===== config.mk =====
export PLATFORM = sky130hd
export DESIGN_NAME = adc_spi_responder
export DESIGN_NICKNAME = d
export VERILOG_FILES = /design/src/rtl/adc_spi_responder.sv
export SDC_FILE = /design/constraint.sdc
export NUM_CORES = 1
export LEC_CHECK = 0
export BUFFER_PORTS_ARGS = -buffer_cell sky130_fd_sc_hd__buf_2
export CORE_ASPECT_RATIO = 1.5
export CORE_UTILIZATION = 65
export DETAILED_ROUTE_END_ITERATION = 12
export GPL_TIMING_DRIVEN = 0
export HOLD_SLACK_MARGIN = 0.12
export PLACE_DENSITY = 0.88
export SLEW_MARGIN = 10
export SYNTH_ARGS = -nofsm -noshare
export SYNTH_HDL_FRONTEND = slang
export SYNTH_SLANG_ARGS = --single-unit

===== constraint.sdc =====
create_clock -name clk -period 3.03 [get_ports clk]
set_input_delay 0 -clock clk [delete_from_list [all_inputs] [get_ports clk]]
set_output_delay 0 -clock clk [all_outputs]
set_load 0.05 [all_outputs]

===== src/rtl/adc_spi_responder.sv =====
// SPI-slave emulator of a WIDTH-bit ADC: convst starts a conversion, sclk falls shift the
// code out MSB first on miso. Codes come from a ramp counter, a 16-bit LFSR or a fixed value.
module adc_spi_responder #(
  parameter int unsigned WIDTH      = 10,
  parameter int unsigned T_POWER_UP = 150,
  parameter int unsigned T_CONV     = 230
) (
  input  logic             clk,
  input  logic             rst,
  input  logic             convst,
  input  logic             sclk,
  output logic             miso,
  input  logic [1:0]       mode,
  input  logic [WIDTH-1:0] fixed_code,
  output logic             busy
);

  localparam int unsigned CNT_MAX = (T_POWER_UP > T_CONV) ? T_POWER_UP : T_CONV;
  localparam int unsigned CNT_W   = $clog2(CNT_MAX + 1);
  localparam int unsigned BIT_W   = $clog2(WIDTH);
  localparam logic [15:0] LFSR_SEED = 16'hACE1;

  typedef enum logic [1:0] {
    S_POWERUP = 2'd0,
    S_IDLE    = 2'd1,
    S_CONVERT = 2'd2,
    S_SHIFT   = 2'd3
  } state_t;

  state_t             state, state_next;
  logic               convst_s1, convst_s2, convst_d;
  logic               sclk_s1, sclk_s2, sclk_d;
  logic               conv_rise, sclk_fall;
  logic [CNT_W-1:0]   cnt;
  logic [BIT_W-1:0]   bit_cnt;
  logic [WIDTH-1:0]   sreg;
  logic [WIDTH-1:0]   ramp;
  logic [15:0]        lfsr;
  logic [1:0]         mode_r;
  logic [WIDTH-1:0]   fixed_r;
  logic [WIDTH-1:0]   code;
  logic               pu_done, conv_done, last_bit;
  logic               start, load, shift_en;
  logic               busy_next, miso_next;

  assign conv_rise = convst_s2 & ~convst_d;
  assign sclk_fall = ~sclk_s2 & sclk_d;
  assign pu_done   = (cnt == CNT_W'(T_POWER_UP - 1));
  assign conv_done = (cnt == CNT_W'(T_CONV - 1));
  assign last_bit  = (bit_cnt == BIT_W'(WIDTH - 1));

  // State register
  always_ff @(posedge clk or posedge rst) begin
    if (rst) state <= S_POWERUP;
    else     state <= state_next;
  end

  // Next-state logic; a convst rise in SHIFT takes priority over a same-cycle sclk fall
  always_comb begin
    state_next = state;
    case (state)
      S_POWERUP: if (pu_done)   state_next = S_IDLE;
      S_IDLE:    if (conv_rise) state_next = S_CONVERT;
      S_CONVERT: if (conv_done) state_next = S_SHIFT;
      S_SHIFT: begin
        if (conv_rise)                 state_next = S_CONVERT;
        else if (sclk_fall && last_bit) state_next = S_IDLE;
      end
      default:                  state_next = S_POWERUP;
    endcase
  end

  // Output / datapath control; miso follows the shift register one cycle after it moves
  always_comb begin
    start     = 1'b0;
    load      = 1'b0;
    shift_en  = 1'b0;
    busy_next = 1'b0;
    miso_next = 1'b0;
    code      = fixed_r;
    case (mode_r)
      2'd0:    code = ramp;
      2'd1:    code = lfsr[WIDTH-1:0];
      default: code = fixed_r;
    endcase
    start     = conv_rise && (state == S_IDLE || state == S_SHIFT);
    load      = (state == S_CONVERT) && conv_done;
    shift_en  = (state == S_SHIFT) && sclk_fall && !conv_rise;
    busy_next = (state_next == S_POWERUP) || (state_next == S_CONVERT);
    if (load)                                  miso_next = code[WIDTH-1];
    else if (state == S_SHIFT && !conv_rise)   miso_next = sreg[WIDTH-1];
  end

  // Synchronizers and edge-detect history
  always_ff @(posedge clk or posedge rst) begin
    if (rst) begin
      convst_s1 <= 1'b0;
      convst_s2 <= 1'b0;
      convst_d  <= 1'b0;
      sclk_s1   <= 1'b0;
      sclk_s2   <= 1'b0;
      sclk_d    <= 1'b0;
    end else begin
      convst_s1 <= convst;
      convst_s2 <= convst_s1;
      convst_d  <= convst_s2;
      sclk_s1   <= sclk;
      sclk_s2   <= sclk_s1;
      sclk_d    <= sclk_s2;
    end
  end

  // Counters, code sources, shift register and registered outputs
  always_ff @(posedge clk or posedge rst) begin
    if (rst) begin
      cnt     <= '0;
      bit_cnt <= '0;
      sreg    <= '0;
      ramp    <= '0;
      lfsr    <= LFSR_SEED;
      mode_r  <= 2'd0;
      fixed_r <= '0;
      busy    <= 1'b1;
      miso    <= 1'b0;
    end else begin
      if (start)
        cnt <= '0;
      else if (state == S_POWERUP || state == S_CONVERT)
        cnt <= cnt + CNT_W'(1);

      if (start) begin
        mode_r  <= mode;
        fixed_r <= fixed_code;
      end

      if (load) begin
        sreg    <= code;
        bit_cnt <= '0;
        if (mode_r == 2'd0) ramp <= ramp + WIDTH'(1);
        if (mode_r == 2'd1) lfsr <= {lfsr[0] ^ lfsr[2] ^ lfsr[3] ^ lfsr[5], lfsr[15:1]};
      end else if (shift_en) begin
        sreg    <= {sreg[WIDTH-2:0], 1'b0};
        bit_cnt <= bit_cnt + BIT_W'(1);
      end

      busy <= busy_next;
      miso <= miso_next;
    end
  end

endmodule


==> metrics.txt, run 1 <==
status=complete, no violations; RR Startpoint=cnt[1]; largest net degree at the start of global routing=55; DRC Markers=0; Mapped Area=about 0.0032 mm^2; compound-cell area share of the yosys netlist=a little over 8%; setup slack, reg-to-reg=approximately 0.86 ns; Fmax achieved=about 460 MHz; crit path launch=cnt[1]; CTS max path bufs=2; critical path startpoint category=flop; syn_area_per_cell=around 13 um^2; TritonCTS clock tree=built; Critical Path AT=2.40 ns; asr flop ratio synth=between 90% and 100%; crit end category=flop; register area share after synthesis=between 50% and 60%; Power Density=around 480 mW/mm^2; max incr delay on CP=~0.47 ns; Avg Vias per Cell=just under 6; post-detail-place hpwl=around 4.3 mm; count leader, synth=dfrtp_1; Unique masters post-synth=between 40 and 50; worst ir drop on vdd=0.000380 V; Initial DRC Count=76; final slew viol count=0; Hold Fails Final Rpt=0; Worst-Skew Late Latency=0.35 ns; GRT Util Overall=between 30% and 40%; syn nets=~270; H-tree levels=3; RD Place Congestion=0.847; Final Critical Period=between 2 and 2.5 ns; synthesis-to-finish area growth=17.3%; Hold Path Origin=sclk; Initial Util=69.2%; total die area=between 0.005 and 0.006 mm^2; Final setup viols=0; TritonRoute pass-1 iters=4; Via Count=approximately 2200; area share of the largest cell type after synthesis=a little under half; RSZ-0062 raised after global routing=no; Chip Width=about 60 um; IO Port Bufs=17; Post-DP Area=around 0.0034 mm^2; Setup CP Type=reg2reg; clock-pin slew on the worst setup and hold paths=0.08 ns; Num CTS Buffers=9; period utilisation layout=71.7%; Least-Margin Pin Slew=0.618 ns; Pleak=about 1.8 nW; design area=about 0.0037 mm^2; remaining global-route overflow=0; slowest stage cell, crit path=nor3b_4; ANT cells=0; Tot Pwr=1.78 mW; Core Box Area=around 0.0046 mm^2; DR WL/cell=17.9 um; initial antenna violation count=0; synthesized instance count=~250; adder-cell area share of the yosys netlist=a little under 2%; multiplexer area fraction after synthesis=15.1%; Max-Slew Margin vs Limit=~60%; Synth Area in XOR/XNOR=about 4.1%; Post-CTS Resized=0; most area-consuming cells after synthesis=dfrtp_1 (48%), dfstp_2 (7.4%), mux2_2 (7.4%), mux2_4 (4.2%), mux2i_1 (3.4%); ANT nets after route=0; top post-synthesis cells by count=dfrtp_1 (61), mux2_2 (21), nand2_1 (14), o21ai_0 (14), mux2i_1 (11); Util after Layout=81.2%; TritonCTS Sinks=70; Post-synth EDFFs=0; layout cells sized above 1=28.1%; Row Count=30; flops & latches, synth=70; synth warn=0; RR Endpoint=lfsr[9]; combinational family with the most area after synthesis=multiplexers; HP Class=in2reg; Detailed Route WL=6.55 mm; Worst Slack Setup Final=~0.86 ns; hold depth=2; worst endpoint required time=3.26 ns; vias in the first global route=between 2000 and 2500; first-pass GRT wire length=between 10 and 15 mm; Ports=18; Primary FF master, synth=dfrtp_1; critical-path cell list=inv_1 -> ha_1 -> and3b_1 -> buf_2 -> nand3_4 -> nor3b_4 -> buf_12 -> mux2_4; max cap viols=0; Worst Hold Path EP=sclk_s1; leading area contributor after synthesis=dfrtp_1; Synth Area in Simple Gates=approximately 13%; Final #Nets=319; CP Max Fanout=10; Root Buffer Master=clkbuf_8; Setup TNS=0 ns; Worst R2R Path Depth=8; Place WS=between 0.8 and 0.9 ns; skew final=between 0.01 and 0.015 ns; die height=roughly 88 um
-- logic make-up after synthesis --
| logic type | Yosys count |
|---|---|
| compound gates | 38 |
| xor+xnor | 15 |
| mux | 41 |
| flops | 70 |
| fa+ha+maj | 5 |
| simple gates | 67 |
| buf+inv | 17 |
-- where the power goes --
part           internal (mW)  total [mW]  leakage, nW  switching, mW
Clock                  0.382       0.750       0.0996          0.368
Sequential             0.946       0.952        0.889        0.00608
Combinational         0.0380      0.0804        0.839         0.0423
Total                   1.37        1.78         1.83          0.416
-- per-layer routing --
layer | vias to the layer above | wire length (um) | GRT usage [%]
li1 | 994 | - | -
met2 | 55 | 3490 | 51.0
met5 | - | 0 | 0
met4 | 0 | 347 | 20.1
met3 | 26 | 205 | 5.47
met1 | 1101 | 2520 | 34.1
-- layout by cell type (no fill, tap or decap), types with 5 or more instances in the layout --
cell,synthesis,routed
dfrtp_1,61,61
buf_2,5,22
mux2_2,21,21
dlygate4sd3_1,0,16
nand2_1,14,14
o21ai_0,14,14
mux2i_1,11,11
nor2_1,10,10
nand3_1,10,10
xor2_1,9,9
mux2_4,9,9
dfstp_2,9,9
clkbuf_8,0,9
a22o_1,7,7
a21o_1,7,7
clkbuf_1,6,6
xnor2_1,6,6
and3_1,5,5
nand4_1,5,5
ha_1,5,5
-- metrics by stage --
stage	hold WS [ns]	std cells
global placement	0.107	334
detailed placement	-0.0481	335
floorplan	0.0314	253
finish	0.297	367
CTS	0.277	367
global route	0.302	367
-- layout make-up --
cell class	count	area (um^2)
clock inverters	7	73.8
plain buffers	13	75.1
inverters	4	17.5
multi-input cells	166	1340
well taps	64	80.1
flip-flops and latches	70	1760
clock buffers	9	124
repair buffers	34	273
fillers	292	870
-- timing repair --
action | CTS | global route
setup buffers | 0 | 0
endpoints found under the hold margin | 76 | 0
hold buffers | 16 | 0
-- how the worst max path moves through the flow --
stage	end	slack (ns)	cells past startpoint
finish	lfsr[9]	0.86	8
global route	lfsr[9]	0.71	8
CTS	lfsr[12]	0.83	8
detailed placement	lfsr[12]	0.86	8
global placement	fixed_r[3]	0.52	2
floorplan	lfsr[12]	1.08	8
-- worst max-delay path: cells and delay by family (launching register included) --
family        cells  cell delay (ns)
simple gates      3             0.77
buf+inv           3             0.44
flops             1             0.41
mux               1             0.30
fa+ha+maj         1             0.12
-- state kept, by name (all words and copies together) (netlist names), 2 cells and up --
name and flops:
mode_r 2, ramp 10, lfsr 16, bit_cnt 4, cnt 8, state 2
fixed_r 10, sreg 10
(Power assumes the default switching activity.)
==> inputs of run 2 (changes only) <==
- CORE_UTILIZATION: 65 -> 60
- PLACE_DENSITY: 0.88 -> 0.83
- clock period: 3.03 -> 2.12 ns (I/O delays scaled with it)
==> run 2 against run 1 <==
Non-clock buffer count grew 3. Global-route usage shrank 4.5 points. Core utilization shrank 7.9 points. Hold slack lost 0.11 ns. Worst setup slack lost 0.76 ns. Register-to-register slack lost 0.76 ns. First-iteration DRC count grew 20%. Clock power grew 24%. Design area grew 0.20%. Maximum frequency grew 7.5%. Power grew 35%. Critical path type unchanged. Largest cell class unchanged. Highest routed layer unchanged.
==> metrics.txt, run 2 (same netlist as run 1, synthesis figures left out) <==
TritonRoute pass-1 iters=4 (unchanged); Final Critical Period=2.02 ns (-0.151 ns); Avg Vias per Cell=5.67 (-4.3%); initial antenna violation count=0 (unchanged); layout cells sized above 1=29.4% (+1.4 points); Post-DP Area=0.00339 mm^2 (about the same); ANT cells=0 (unchanged); Row Count=32 (+6.7%); CP Max Fanout=10 (unchanged); worst ir drop on vdd=0.000694 V (+83%); Sw Share=23.9% (+0.55 points); Finished Layout Cells=374 (+1.9%); Final setup viols=0 (unchanged); final slew viol count=0 (unchanged); Worst-Skew Late Latency=0.35 ns (about the same); Comb power frac=4.6% (about the same); clock-pin slew on the worst setup and hold paths=0.08 ns (about the same); Fmax achieved=495 MHz (+7.5%); remaining global-route overflow=0 (unchanged); CTS max path bufs=2 (unchanged); synthesis-to-finish area growth=17.5%; Via Count=2122 (-2.5%); Hold Fails Final Rpt=0 (unchanged); Max-Slew Margin vs Limit=59.4% (+0.73 points); critical path startpoint category=flop; P_int=1.83 mW (+34%); worst endpoint required time=2.35 ns (-0.91 ns); ANT nets after route=0 (unchanged); number of fill cells=356 (+22%); Power Density=640 mW/mm^2 (+35%); Setup TNS=0 ns (unchanged); crit path launch=cnt[1]; Final #Nets=322 (+0.94%); Least-Margin Pin Slew=0.607 ns (-0.0109 ns); Chip Width=61.6 um (+3.9%); Post-Place Cells=339 (+1.2%); grt met3 use=6.27% (+0.80 points); max cap viols=0 (unchanged); RD Place Congestion=0.834 (-1.5%); Num CTS Buffers=9 (unchanged); Biggest register=lfsr; max FFs per register=16 (unchanged); post-detail-place hpwl=4.10 mm (-5.4%); layer with the highest usage=met2; largest net degree at the start of global routing=41 (-25%); RR Startpoint=cnt[1]; Pleak=1.83 nW (+0.20%); commonest non-fill, non-tap cell in the layout=dfrtp_1; vias in the first global route=2185 (-6.5%); grt met1 use=30.1% (-4.0 points); Util after Layout=73.3% (-7.9 points); Initial DRC Count=91 (+20%); IO Port Bufs=17 (unchanged); setup slack, reg-to-reg=0.1 ns (-0.76 ns); most frequent cells in the layout=dfrtp_1 (61), buf_2 (22), mux2_2 (21); Critical Path AT=2.25 ns (-0.15 ns); period utilisation layout=95.3% (+24 points); H-tree levels=3 (unchanged); GRT Util Overall=25.7% (-4.5 points); Net Switching=0.574 mW (+38%); design area=0.00375 mm^2 (+0.20%); skew final=0.0155 ns (+0.00409 ns); first-pass GRT wire length=10.1 mm (-8.9%); die height=91.4 um (+4.0%); DR WL/cell=16.6 um (-6.8%); TritonCTS clock tree=built; HP Class=in2async; Clock power frac=38.8% (-3.3 points); TritonCTS Sinks=70 (unchanged); Detailed Route WL=6.22 mm (-5.0%); DRC Markers=0 (unchanged); Ports=18 (unchanged); Root Buffer Master=clkbuf_8; Reg power frac=56.7% (+3.3 points); Core Box Area=0.00512 mm^2 (+11%); Post-CTS Resized=0 (unchanged); Setup CP Type=reg2reg; status=complete, no violations; Initial Util=62.3% (-6.9 points); total die area=0.00563 mm^2 (+8.1%); worst hold margin=0.190 ns (-0.107 ns); met2 GRT Util=42.3% (-8.7 points); crit end category=flop; RSZ-0062 raised after global routing=no
run 2: cell types whose count changed in the layout (fill, tap and decap cells not counted), sizes merged:
cell	previous run	this run
clkinvlp	1	2
clkinv	4	3
bufinv	1	0
dlygate4sd3	16	15
inv	5	6
clkbuf	15	14
buf	25	30
run 2: area by class of cell:
class	instances	area, um^2	share of cell area (%)
inverter	4	17.5	0.467
multi-input combinational	166	1340	35.7
timing repair buffer	38	305	8.13
tap	68	85.1	2.27
sequential	70	1760	47.0
clock buffer	9	124	3.30
clock inverter	7	47.5	1.27
buffer	12	71.3	1.90
run 2: stage by stage:
step / total power, mW / setup WS (ns)
3_5_place_dp: 1.47 / -0.0562
6_report: 2.40 / 0.0996
3_3_place_gp: 1.47 / -0.421
5_1_grt: 2.49 / 0.0164
2_1_floorplan: 1.44 / 0.169
4_1_cts: 2.42 / 0.00673
run 2: final timing paths:
kind,end,depth (start not counted)
min in group clk,sclk_s1,2
worst max register to register,lfsr[8],9
max in group asynchronous,lfsr[0],4
worst min-delay path,state[0],3
worst max-delay path,lfsr[8],9
worst min register to register,convst_s2,0
run 2: critical path, stage by stage, from the launching register on:
cell	delay (ns)
dfrtp_1	0.42
inv_1	0.07
ha_1	0.13
and3b_1	0.15
buf_2	0.17
nand3_4	0.13
nor3b_4	0.25
buf_12	0.15
buf_12	0.14
mux2_4	0.29
run 2: routing by layer:
layer,vias to the layer above,wire length [um]
met3,15,201
met1,1059,2480
met2,48,3360
li1,1000,-
met4,0,188
met5,-,0
run 2: timing repair:
action | in CTS | in global routing
endpoints found under the hold margin | 76 | 0
endpoints found under the setup margin | 9 | 8
pin swaps | 1 | 3
setup buffers | 2 | 3
cloned | 0 | 0
hold buffers | 15 | 0
run 2: power by group through the flow:
stage          Sequential, mW  Clock, mW  Combinational (mW)
2_1_floorplan            1.38          0              0.0547
3_3_place_gp             1.39          0              0.0795
3_5_place_dp             1.39          0              0.0876
4_1_cts                  1.36      0.947               0.109
5_1_grt                  1.36       1.01               0.122
6_report                 1.36      0.932               0.110
